==> src/rtl/record_packer.sv <==
// record_packer: packs fixed-width records LSB-first into queue-width words.
// The record count sits in the top CNT_WIDTH bits of every word.
// Partial words leave on an explicit flush request.
// Optional build macro PACKER_TIMEOUT_FLUSH_EN adds an idle timer. When it
// expires, the timer raises an internal flush so trickle records are not
// held in the packer indefinitely.
module record_packer #(
   parameter int Q_DATA_WIDTH   = 128,
   parameter int DATA_OUT_WIDTH = 42,
   parameter int CNT_WIDTH      = 2,
   parameter int TIMEOUT_CYCLES = 64
) (
   input  logic                      clk,
   input  logic                      rst,
   input  logic                      in_valid,
   input  logic [DATA_OUT_WIDTH-1:0] in_data,
   output logic                      in_ready,
   input  logic                      flush,
   output logic                      q_write_en,
   output logic [Q_DATA_WIDTH-1:0]   q_data,
   input  logic                      q_waitrequest,
   output logic                      busy
);

   localparam int REC_PER_WORD = Q_DATA_WIDTH / DATA_OUT_WIDTH;
   localparam int ACC_W        = REC_PER_WORD * DATA_OUT_WIDTH;
   localparam logic [CNT_WIDTH-1:0] FULL_CNT = CNT_WIDTH'(REC_PER_WORD);

   if ((ACC_W + CNT_WIDTH > Q_DATA_WIDTH) || (TIMEOUT_CYCLES < 1)) begin : g_param_check
      $error("record_packer: record slots plus count field exceed word width, or bad timeout");
   end

   logic [ACC_W-1:0]        acc_p0, acc_nxt;
   logic [CNT_WIDTH-1:0]    cnt_p0, cnt_nxt;
   logic                    flush_pend_p0, flush_pend_nxt;
   logic                    vld_p1;
   logic [Q_DATA_WIDTH-1:0] q_data_p1;
   logic                    accept, move, fire, flush_req;

   // Word layout: count on top, records from bit 0 upward, pad bits zero.
   function automatic logic [Q_DATA_WIDTH-1:0] pack_word(input logic [CNT_WIDTH-1:0] n,
                                                         input logic [ACC_W-1:0]     a);
      logic [Q_DATA_WIDTH-1:0] w;
      w = '0;
      w[ACC_W-1:0] = a;
      w[Q_DATA_WIDTH-1 -: CNT_WIDTH] = n;
      return w;
   endfunction

   assign accept     = vld_p1 && !q_waitrequest;
   assign move       = ((cnt_p0 == FULL_CNT) || (flush_pend_p0 && (cnt_p0 != '0)))
                       && (!vld_p1 || accept);
   assign in_ready   = (cnt_p0 < FULL_CNT) || move;
   assign fire       = in_valid && in_ready;
   assign q_write_en = vld_p1;
   assign q_data     = q_data_p1;
   assign busy       = (cnt_p0 != '0) || vld_p1 || flush_pend_p0;

`ifdef PACKER_TIMEOUT_FLUSH_EN
   localparam int TMR_W = $clog2(TIMEOUT_CYCLES + 1);
   localparam logic [TMR_W-1:0] TMR_HIT = TMR_W'(TIMEOUT_CYCLES - 1);
   localparam logic [TMR_W-1:0] TMR_MAX = TMR_W'(TIMEOUT_CYCLES);
   logic [TMR_W-1:0] timer_p0;

   // The idle cycle on which the timer reads TIMEOUT_CYCLES-1 is the last one allowed.
   assign flush_req = flush || ((cnt_p0 != '0) && !fire && (timer_p0 == TMR_HIT));

   // Count idle cycles while records wait; saturate so the flush is not re-armed by wrap.
   always_ff @(posedge clk or negedge rst) begin
      if (!rst) begin
         timer_p0 <= '0;
      end else if (fire || move || (cnt_p0 == '0)) begin
         timer_p0 <= '0;
      end else if (timer_p0 != TMR_MAX) begin
         timer_p0 <= timer_p0 + TMR_W'(1);
      end
   end
`else
   assign flush_req = flush;
`endif

   // Next accumulator state: a move empties it, and a record accepted in that cycle lands in slot 0.
   always_comb begin
      acc_nxt = move ? '0 : acc_p0;
      cnt_nxt = move ? '0 : cnt_p0;
      if (fire) begin
         for (int k = 0; k < REC_PER_WORD; k++) begin
            if (cnt_nxt == CNT_WIDTH'(k)) begin
               acc_nxt[k*DATA_OUT_WIDTH +: DATA_OUT_WIDTH] = in_data;
            end
         end
         cnt_nxt = cnt_nxt + CNT_WIDTH'(1);
      end
      flush_pend_nxt = ((flush_pend_p0 && !move) || flush_req) && (cnt_nxt != '0);
   end

   // Stage p0: accumulator, record count and pending flush.
   always_ff @(posedge clk or negedge rst) begin
      if (!rst) begin
         acc_p0        <= '0;
         cnt_p0        <= '0;
         flush_pend_p0 <= 1'b0;
      end else begin
         acc_p0        <= acc_nxt;
         cnt_p0        <= cnt_nxt;
         flush_pend_p0 <= flush_pend_nxt;
      end
   end

   // Stage p1: output word register, held unchanged until the queue accepts it.
   always_ff @(posedge clk or negedge rst) begin
      if (!rst) begin
         vld_p1    <= 1'b0;
         q_data_p1 <= '0;
      end else if (move) begin
         vld_p1    <= 1'b1;
         q_data_p1 <= pack_word(cnt_p0, acc_p0);
      end else if (accept) begin
         vld_p1    <= 1'b0;
      end
   end

endmodule

==> config.mk <==
export PLATFORM = sky130hd
export DESIGN_NAME = record_packer
export DESIGN_NICKNAME = d
export VERILOG_FILES = /design/src/rtl/record_packer.sv
export SDC_FILE = /design/constraint.sdc
export NUM_CORES = 1
export LEC_CHECK = 0
export ABC_CLOCK_PERIOD_IN_PS = 2400
export BUFFER_PORTS_ARGS = -buffer_cell sky130_fd_sc_hd__buf_2
export CORE_MARGIN = 4
export CORE_UTILIZATION = 46
export DETAILED_ROUTE_END_ITERATION = 16
export PLACE_DENSITY = 0.71
export SYNTH_ARGS = -nofsm -noshare
export SYNTH_HDL_FRONTEND = slang
export SYNTH_SLANG_ARGS = --single-unit
==> constraint.sdc <==
create_clock -name clk -period 2.4 [get_ports clk]
set_input_delay 0.48 -clock clk [delete_from_list [all_inputs] [get_ports clk]]
set_output_delay 0.48 -clock clk [all_outputs]
set_load 0.02 [all_outputs]
==> metrics <==
sequential area share after synthesis 66.9%; Hold WC Path Type input port to flip-flop; initial antenna violation count 0; # resized after CTS 0; first-pass GRT wire length 37.1 mm; clk_lat worst skew 0.53 ns; WP data arrival 2.68 ns; layout cell share with drive strength beyond 1 45.5%; RSZ-0062 raised after global routing false; max-cap violation count 0; CTS Sinks 258; Final HPWL DP 14.8 mm; fmax 437 MHz; Chip Height 153 um; final period utilization 95.4%; Post-Route WL 22.6 mm; Site Rows 52; I/O Pins 178; crit path max fanout 68; Slowest cell on crit path buf_4; Hold Fails Final Rpt 0; Via density 5.65; diode count 0; GRT Total Usage 19.3%; warnings from Yosys 0; Syn-to-layout area delta 22.5%; family with the most delay on the worst path buffers and inverters; count of state elements after synthesis 258; top_reg_cell synth dfrtp_1; status finished, final reports clean; Final Power 17.8 mW; Port Buf Inserts 177; dpl cells 1019; post-synthesis cell count 599; worst path bufs/invs 1; Core Region 20400 um^2; leakage power 6.02 nW; clock slew at reported path FFs 0.06 ns; Mean Syn Cell Area 16.1 um^2; sum of negative setup slack 0 ns; crit end category flip-flop; Die Area 23400 um^2; Die Wd 153 um; number of flops mapped to enable cells by yosys 0; total setup buffers inserted after CTS 0; DR DRC count 0; CTS buffer count 26; Detail Route Antenna Nets 0; slew margin rel. 24.6%; CP Cell Sequence maj3_4 -> nand2_8 -> buf_4 -> mux2_2; synthesized area 9660 um^2; Starting Density 47.3%; Max VDD drop 647 uV; pwr dens 1510 nW/um^2; Least-Margin Pin Slew 1.13 ns; initial detailed-routing violation count 297; largest net degree at the start of global routing 84; number of global-route vias before repair 6658; crit path time final 2.29 ns; per-cell routed wire length 21.2 um; Largest stage delay, worst path 0.69 ns; count of different cell masters after synthesis 34; most frequent cells in the layout dfrtp_1, buf_2, mux2_2; # nets final 827; Final Max Tran Viols 0; DR pass1 iterations 5; crit start category flip-flop; post-route insts no fill 1065; via count 6017; global route overflow 0; Post-CTS Hold Buffers 1; clk root buf clkbuf_16; CTS tree yes; syn_nets 648; Worst Clk Skew 0.0224 ns; Routability Congestion 0.797; commonest non-fill, non-tap cell in the layout dfrtp_1; ys async rst share 100%; H-tree Lvls 1; Worst Path Required 2.79 ns; CTS max path bufs 3; # setup viols final 0; crit path kind flip-flop to flip-flop
## cells in the mapped netlist, types with 2 or more instances
cell / number / area share (%)
clkbuf_1: 7 / 0.27
mux2_1: 15 / 1.7
and2_1: 2 / 0.13
nand2b_1: 2 / 0.13
nand2_1: 6 / 0.23
ha_1: 2 / 0.26
inv_1: 3 / 0.12
nor2_1: 4 / 0.16
and3_1: 2 / 0.13
a32oi_2: 2 / 0.34
a22o_1: 84 / 7.6
buf_6: 14 / 1.6
a32o_1: 42 / 4.4
mux2_2: 112 / 13
dfrtp_1: 258 / 67
buf_2: 26 / 1.3
## flip-flops by register name (all words and copies together), names as in the netlist
signal         cells
cnt_p0             2
acc_p0           126
flush_pend_p0      1
q_write_en         1
q_data           128
## final cells by class
| cell class | instances | area [um^2] |
|---|---|---|
| clock inverters | 10 | 190 |
| repair buffers | 199 | 1160 |
| inverters | 3 | 11.3 |
| clock buffers | 35 | 754 |
| well taps | 270 | 338 |
| multi-input cells | 290 | 2920 |
| flip-flops and latches | 258 | 6460 |
| fillers | 1601 | 8600 |
## worst reg2reg max path, cell delays in order, from the launching register on
cell	delay [ns]
dfrtp_1	0.46
maj3_4	0.43
nand2_8	0.10
buf_4	0.69
mux2_2	0.48
## through the flow
stage          utilization (%)  setup WS [ns]  area [um^2]  hold WS, ns
2_1_floorplan                -          0.130         9660        0.184
3_3_place_gp              53.3          0.182        10900        0.383
3_5_place_dp              53.3          0.107        10900        0.389
4_1_cts                   57.9          0.106        11800        0.200
5_1_grt                   57.9         0.0150        11800        0.204
6_report                  57.9          0.111        11800        0.218
## final timing paths
path,startpoint,end,slack (ns),depth (start not counted)
max,flush_pend_p0,q_data[77],0.11,4
min,flush,flush_pend_p0,0.22,3
max reg2reg,flush_pend_p0,q_data[77],0.11,4
min reg2reg,q_data[106],q_data[106],0.48,1
max in group asynchronous,rst,acc_p0[80],1.22,3
min in group asynchronous,rst,q_data[48],0.43,2
## cell families (layout without fill, tap and decap cells)
logic type      after synthesis  in the layout  synth area share (%)
compound gates              140            140                  13.3
simple gates                 19             19                  1.13
flops                       258            258                  66.9
fa+ha+maj                     3              3                 0.402
mux                         127            127                  14.8
xor+xnor                      1              1                0.0907
buf+inv                      51            247                  3.45
## where the power goes
| group | internal, mW | total (mW) | switching, mW |
|---|---|---|---|
| clock network | 2.73 | 4.36 | 1.63 |
| registers | 5.97 | 6.87 | 0.894 |
| logic | 2.94 | 6.59 | 3.64 |
## routing by layer
metal,vias to the layer above,track usage [%],wire (um)
met5,-,0,0
met4,0,3.95,352
met3,32,4.18,1800
met2,206,32.0,11000
met1,3165,26.6,9410
li1,2614,-,-
(Power assumes the default switching activity.)
